--- config.mk ---
export PLATFORM = sky130hd
export DESIGN_NAME = draw_balls_pipe
export DESIGN_NICKNAME = d
export VERILOG_FILES = /design/src/rtl/draw_pkg.sv /design/src/rtl/draw_balls_pipe_dist.sv /design/src/rtl/draw_balls_pipe.sv
export SDC_FILE = /design/constraint.sdc
export NUM_CORES = 2
export LEC_CHECK = 0
export BUFFER_PORTS_ARGS = -buffer_cell sky130_fd_sc_hd__clkbuf_2
export CAP_MARGIN = 10
export CORE_MARGIN = 3
export CORE_UTILIZATION = 50
export CTS_CLUSTER_DIAMETER = 50
export DETAILED_ROUTE_END_ITERATION = 16
export PLACE_DENSITY = 0.7
export SLEW_MARGIN = 20
export SYNTH_ARGS = -nofsm -noshare
export SYNTH_HDL_FRONTEND = slang
export SYNTH_HIERARCHICAL = 1
export SYNTH_SLANG_ARGS = --single-unit
--- constraint.sdc ---
create_clock -name clk -period 7.01 [get_ports clk]
set_input_delay 0.701 -clock clk [delete_from_list [all_inputs] [get_ports clk]]
set_output_delay 0.701 -clock clk [all_outputs]
set_load 0.05 [all_outputs]
--- src/rtl/draw_pkg.sv ---
// draw_pkg: shared constants and the ball record for the multi-ball renderer.
//   HCW/VCW  widths of the pixel counters
//   LAT      pixel-to-output latency in clock cycles
//   DW       signed width of a centre-to-pixel delta
//   D2W      width of a squared distance (no truncation)
//   RMAX     widest supported radius
//   ball_t   one ball table entry. Fields are stored at their widest supported
//            width, and narrower write ports are zero-extended into them.
package draw_pkg;

  localparam int HCW  = 12;
  localparam int VCW  = 11;
  localparam int LAT  = 3;
  localparam int DW   = 13;
  localparam int D2W  = 27;
  localparam int RMAX = 13;

  typedef struct packed {
    logic [HCW-1:0]  x;
    logic [VCW-1:0]  y;
    logic [RMAX-1:0] radius;
    logic            active;
  } ball_t;

endpackage

--- src/rtl/draw_balls_pipe_dist.sv ---
// ball_dist_pipe: the distance pipeline for one ball. It holds stages S1 and S2.
//   clk       pixel clock
//   hcounter  pixel x, sampled at S1 together with the ball entry
//   vcounter  pixel y
//   ball      live table entry for this slot
//   d2        squared distance of the pixel from the centre (S2 output)
//   r2        squared radius (S2 output)
//   active    slot enable (S2 output)
// This block holds data only. Validity is tracked by the parent, so there is no reset here.
module ball_dist_pipe
  import draw_pkg::*;
(
  input  logic              clk,
  input  logic [HCW-1:0]    hcounter,
  input  logic [VCW-1:0]    vcounter,
  input  ball_t             ball,
  output logic [D2W-1:0]    d2,
  output logic [2*RMAX-1:0] r2,
  output logic              active
);

  logic signed [DW-1:0]  dx_q, dy_q;
  logic [2*RMAX-1:0]     r2_q;
  logic                  act_q;
  logic [2*RMAX-1:0]     rad_e;
  logic signed [D2W-1:0] dxe, dye, sq_sum;

  // Both operands are zero-extended, so the deltas are exact signed values.
  assign rad_e = {{RMAX{1'b0}}, ball.radius};

  // S1: deltas and squared radius
  always_ff @(posedge clk) begin
    dx_q  <= $signed({1'b0, hcounter}) - $signed({1'b0, ball.x});
    dy_q  <= $signed({2'b00, vcounter}) - $signed({2'b00, ball.y});
    r2_q  <= rad_e * rad_e;
    act_q <= ball.active;
  end

  // The squares are formed at full D2W width, so neither the multiply nor the add wraps.
  assign dxe    = {{(D2W-DW){dx_q[DW-1]}}, dx_q};
  assign dye    = {{(D2W-DW){dy_q[DW-1]}}, dy_q};
  assign sq_sum = dxe * dxe + dye * dye;

  // S2: squared distance
  always_ff @(posedge clk) begin
    d2     <= sq_sum;
    r2     <= r2_q;
    active <= act_q;
  end

endmodule

--- src/rtl/draw_balls_pipe.sv ---
// draw_balls_pipe: pipelined N-ball circle renderer with shadow/live ball tables.
//   clk, rst        pixel clock and synchronous active-high reset
//   pix_valid       hcounter/vcounter carry a pixel this cycle
//   hcounter/vcounter  pixel position
//   frame_start     copies shadow to live and clears overlap_flag
//   wr_*            write one shadow slot. An out-of-range wr_idx is ignored.
//   out             COLOR if any live active ball covers the pixel
//   out_valid       pix_valid delayed by LAT cycles
//   out_idx         lowest covering slot index
//   overlap_flag    sticky flag: two or more balls covered one valid pixel this frame
// Handshake: there is no back-pressure. A pixel is accepted in every cycle
// where pix_valid=1. Exactly LAT cycles later, out_valid=1 qualifies out and
// out_idx for that pixel. When out_valid=0, out and out_idx are held at 0.
// XW <= HCW, YW <= VCW and RW <= RMAX are assumed.
module draw_balls_pipe
  import draw_pkg::*;
#(
  parameter int         N_BALLS = 4,
  parameter int         XW      = 10,
  parameter int         YW      = 10,
  parameter int         RW      = 6,
  parameter int         IDXW    = 2,
  parameter logic [3:0] COLOR   = 4'b1111
) (
  input  logic            clk,
  input  logic            rst,
  input  logic            pix_valid,
  input  logic [HCW-1:0]  hcounter,
  input  logic [VCW-1:0]  vcounter,
  input  logic            frame_start,
  input  logic            wr_en,
  input  logic [IDXW-1:0] wr_idx,
  input  logic [XW-1:0]   wr_x,
  input  logic [YW-1:0]   wr_y,
  input  logic [RW-1:0]   wr_radius,
  input  logic            wr_active,
  output logic [3:0]      out,
  output logic            out_valid,
  output logic [IDXW-1:0] out_idx,
  output logic            overlap_flag
);

  ball_t shadow_tbl [N_BALLS];
  ball_t live_tbl   [N_BALLS];

  logic [D2W-1:0]    d2     [N_BALLS];
  logic [2*RMAX-1:0] r2     [N_BALLS];
  logic              act2   [N_BALLS];
  logic              v1, v2;

  logic [N_BALLS-1:0] hit;
  logic [IDXW-1:0]    win_idx;
  logic               any_hit, multi_hit;

  // Ball tables. On a commit, live takes the shadow value from before this
  // edge, so a write in the same cycle waits for the next frame_start.
  always_ff @(posedge clk) begin
    if (rst) begin
      for (int i = 0; i < N_BALLS; i++) begin
        shadow_tbl[i] <= '0;
        live_tbl[i]   <= '0;
      end
    end else begin
      if (frame_start) begin
        for (int i = 0; i < N_BALLS; i++) live_tbl[i] <= shadow_tbl[i];
      end
      if (wr_en && (int'(wr_idx) < N_BALLS)) begin
        shadow_tbl[wr_idx] <= '{x:      HCW'(wr_x),
                                y:      VCW'(wr_y),
                                radius: RMAX'(wr_radius),
                                active: wr_active};
      end
    end
  end

  // Each pixel reads live_tbl in the cycle it enters S1. A commit in that
  // same cycle therefore first affects the next pixel.
  for (genvar g = 0; g < N_BALLS; g++) begin : g_ball
    ball_dist_pipe u_dist (
      .clk      (clk),
      .hcounter (hcounter),
      .vcounter (vcounter),
      .ball     (live_tbl[g]),
      .d2       (d2[g]),
      .r2       (r2[g]),
      .active   (act2[g])
    );
  end

  // S3 combinational: per-ball hits, lowest-index winner, multiple-hit detect
  always_comb begin
    hit       = '0;
    win_idx   = '0;
    any_hit   = 1'b0;
    multi_hit = 1'b0;
    for (int i = 0; i < N_BALLS; i++) begin
      hit[i] = act2[i] && (d2[i] <= {1'b0, r2[i]});
      if (hit[i]) begin
        if (any_hit) multi_hit = 1'b1;
        else         win_idx   = IDXW'(i);
        any_hit = 1'b1;
      end
    end
  end

  // Valid pipeline, registered S3 outputs and the sticky overlap flag.
  // When overlap is set and frame_start clears in the same cycle, the set wins.
  always_ff @(posedge clk) begin
    if (rst) begin
      v1           <= 1'b0;
      v2           <= 1'b0;
      out_valid    <= 1'b0;
      out          <= '0;
      out_idx      <= '0;
      overlap_flag <= 1'b0;
    end else begin
      v1        <= pix_valid;
      v2        <= v1;
      out_valid <= v2;
      out       <= (v2 && any_hit) ? COLOR : 4'b0000;
      out_idx   <= v2 ? win_idx : '0;
      if (v2 && multi_hit) overlap_flag <= 1'b1;
      else if (frame_start) overlap_flag <= 1'b0;
    end
  end

endmodule
==> impl_metrics.tcl <==
set metrics [dict create \
    antenna_found_initial 23 \
    die_w_um 423 \
    synth-edff-count 216 \
    synth_seq_cells 639 \
    start_kind "flop" \
    slew_headroom_pct 31.2 \
    cts_made_buffers 90 \
    worstPathMaxFanout 8 \
    clkTransAtPathRegs_ps 60 \
    ant_nets 0 \
    status "complete, no violations" \
    yosysSeqAreaShare_pct 17.2 \
    synth_simple_gate_area_share_pct 11.2 \
    grt_pass1_vias 61600 \
    rsz0062_at_grt "false" \
    pin_count 65 \
    dp_hpwl_mm 164 \
    wire_per_inst_um 17.0 \
    setup_viol 0 \
    start_util_pct 50.4 \
    synth_area_sq_um 86800 \
    clk-insertion-delay-late_ps 700 \
    fin_tns_setup_ps 0 \
    fin_crit_sh_pct 95.8 \
    drive_above_1_share_pct 4.87 \
    area_growth_pct 8.09 \
    die_h_um 423 \
    worst_pin_slew_ps 1030 \
    syn_area_per_cell_sq_um 10.1 \
    required_ps 7620 \
    post-cts-setup-buffers 0 \
    max_freq_ghz 0.149 \
    placedCellCount 11000 \
    cts_hold_buf 0 \
    netlist_instances 8635 \
    synthMuxAreaShare_pct 0.146 \
    crit_path_end_kind "flop" \
    fin_skew_ps 49.6 \
    drtPass1Iterations 8 \
    wl_mm 191 \
    min_period_ps 6720 \
    worstPathArrival_ps 7330 \
    grt_pass1_wl_mm 320 \
    layout.cells.non_filler 11200 \
    cts_max_path_buffers 3 \
    cts_tree "built" \
    nNetsFinal 11500 \
    rows 152 \
    synth_compound_area_share_pct 5.47 \
    io_buffers 64 \
    yosys.cell_types.count 100 \
    synthXorXnorAreaFrac_pct 2.83 \
    vias_per_cell 4.99 \
    core_sq_um 172000 \
    final_max_slew_viol_count 0 \
    synthArstFlopShare_pct 0 \
    hold_viol 0 \
    maxCapViolCount 0 \
    cts_root_buf "clkbuf_16" \
    hp-class "in2reg" \
    h-tree-depth 3 \
    rrSetupSlack_ps 290 \
    grt_max_degree 109 \
    vias 56000 \
    cts.sinks 639 \
    drc 0 \
    grt.overflow.total 0 \
    dp_slack_ps 255 \
    die-area_sq_um 179000 \
    path_class "reg2reg" \
    ys.flop_type "dfxtp_1" \
    synth_fa_ha_area_share_pct 52.0 \
    dr.first_iter.drc_count 3170 \
    synth_top_family_by_area "adder cells" \
    post_cts_resized 0 \
    setup_ws_ps 294 \
    gp_congestion 0.943 \
    track_usage_pct 22.4 \
    yosysWarnings 6 \
]
-- cell families after synthesis --
group	Yosys count
xor gates and xnor gates	280
and+or+nand+nor	1855
buffers and inverters	2558
adders and majority gates	2581
DFF	639
muxes	12
other	5
AOI/OAI and AO/OA	705
-- state kept, by name, summed over array words and instances (netlist names) --
| signal | count |
|---|---|
| overlap_flag | 1 |
| g_ball.u_dist/r2_q | 100 |
| g_ball.u_dist/active | 4 |
| live_tbl | 108 |
| shadow_tbl | 108 |
| g_ball.u_dist/dx_q | 52 |
| g_ball.u_dist/dy_q | 48 |
| out | 1 |
| g_ball.u_dist/act_q | 4 |
| g_ball.u_dist/d2 | 108 |
| v1 | 1 |
| out_idx | 2 |
| g_ball.u_dist/r2 | 100 |
| v2 | 1 |
| out_valid | 1 |
-- path summary, 6_finish.rpt --
path,startpoint,endpoint,depth (start not counted)
hold / removal,pix_valid,v1,2
setup / recovery,g_ball[0].u_dist/dy_q[9],g_ball[0].u_dist/d2[25],22
hold reg to reg,g_ball[2].u_dist/r2_q[3],g_ball[2].u_dist/r2[3],0
setup reg to reg,g_ball[0].u_dist/dy_q[9],g_ball[0].u_dist/d2[25],22
-- Yosys cell counts, types with 27 or more instances --
master	n	area share (%)
o211ai_1	29	0.25
and2_1	687	5.0
edfxtp_1	216	7.5
dfxtp_1	423	9.8
nand2_1	526	2.3
o21ai_0	103	0.59
fa_1	1716	40
a21o_1	90	0.78
xnor2_1	199	2.0
nor2_1	279	1.2
nand2b_1	35	0.25
inv_1	2358	10
a21oi_1	198	1.1
o21bai_1	29	0.25
xor2_1	81	0.82
clkbuf_1	187	0.81
nand3_1	49	0.28
ha_1	864	12
nor2b_1	101	0.73
a211oi_1	28	0.24
a21boi_0	27	0.23
nor3_1	43	0.25
-- worst max-delay path, stage by stage (launching register included) --
cell	delay [ps]
dfxtp_1	490
buf_4	240
and2_1	180
inv_1	70
fa_1	490
inv_1	60
fa_1	500
inv_1	60
fa_1	510
fa_1	540
fa_1	590
fa_1	540
fa_1	550
inv_1	50
ha_1	340
nand2_1	140
nor2_1	60
nor2_1	110
o311a_1	230
o31a_1	210
a211oi_2	110
or4b_1	470
nand3_1	90
-- metal layers --
layer | GRT usage [%] | vias up | share of wire [%]
met1 | 30.2 | 28200 | 43
met3 | 3.76 | 300 | 5.8
li1 | - | 26200 | -
met5 | 0 | - | 0.028
met2 | 37.0 | 1321 | 48
met4 | 6.72 | 8 | 3.1
-- metrics by stage --
step                      instance area [sq um]  util (%)  hold WS, ps
final                                     93800      54.5          268
after global routing                      93800      54.5          247
after CTS                                 93800      54.5          218
after detailed placement                  90600      52.7          312
after global placement                    90600      52.7          310
after floorplan                           87200         -          310
-- layout make-up --
class / instances / area, sq um
sequential: 639 / 15000
antenna: 17 / 42.5
timing repair buffer: 191 / 1290
fill: 15000 / 78300
inverter: 2358 / 8850
clock inverter: 58 / 697
tap: 2310 / 2890
clock buffer: 110 / 2420
multi-input combinational: 5550 / 62700
-- layout by cell type, fill, tap and decap left out, types with 24 or more instances in the layout --
| master | instances |
|---|---|
| inv_1 | 2357 |
| fa_1 | 1714 |
| ha_1 | 864 |
| and2_1 | 687 |
| nand2_1 | 526 |
| dfxtp_1 | 419 |
| nor2_1 | 277 |
| edfxtp_1 | 216 |
| xnor2_1 | 199 |
| a21oi_1 | 198 |
| buf_4 | 125 |
| conb_1 | 117 |
| o21ai_0 | 102 |
| nor2b_1 | 99 |
| clkbuf_16 | 92 |
| a21o_1 | 90 |
| xor2_1 | 81 |
| clkbuf_2 | 64 |
| nand3_1 | 49 |
| nor3_1 | 42 |
| nand2b_1 | 35 |
| o211ai_1 | 29 |
| o21bai_1 | 29 |
| a211oi_1 | 28 |
| a21boi_0 | 27 |
| nand4_1 | 24 |
Power is left out: the tool's default activity adds up to more than one toggle a clock period on the data nets, which glitch-free logic cannot reach.
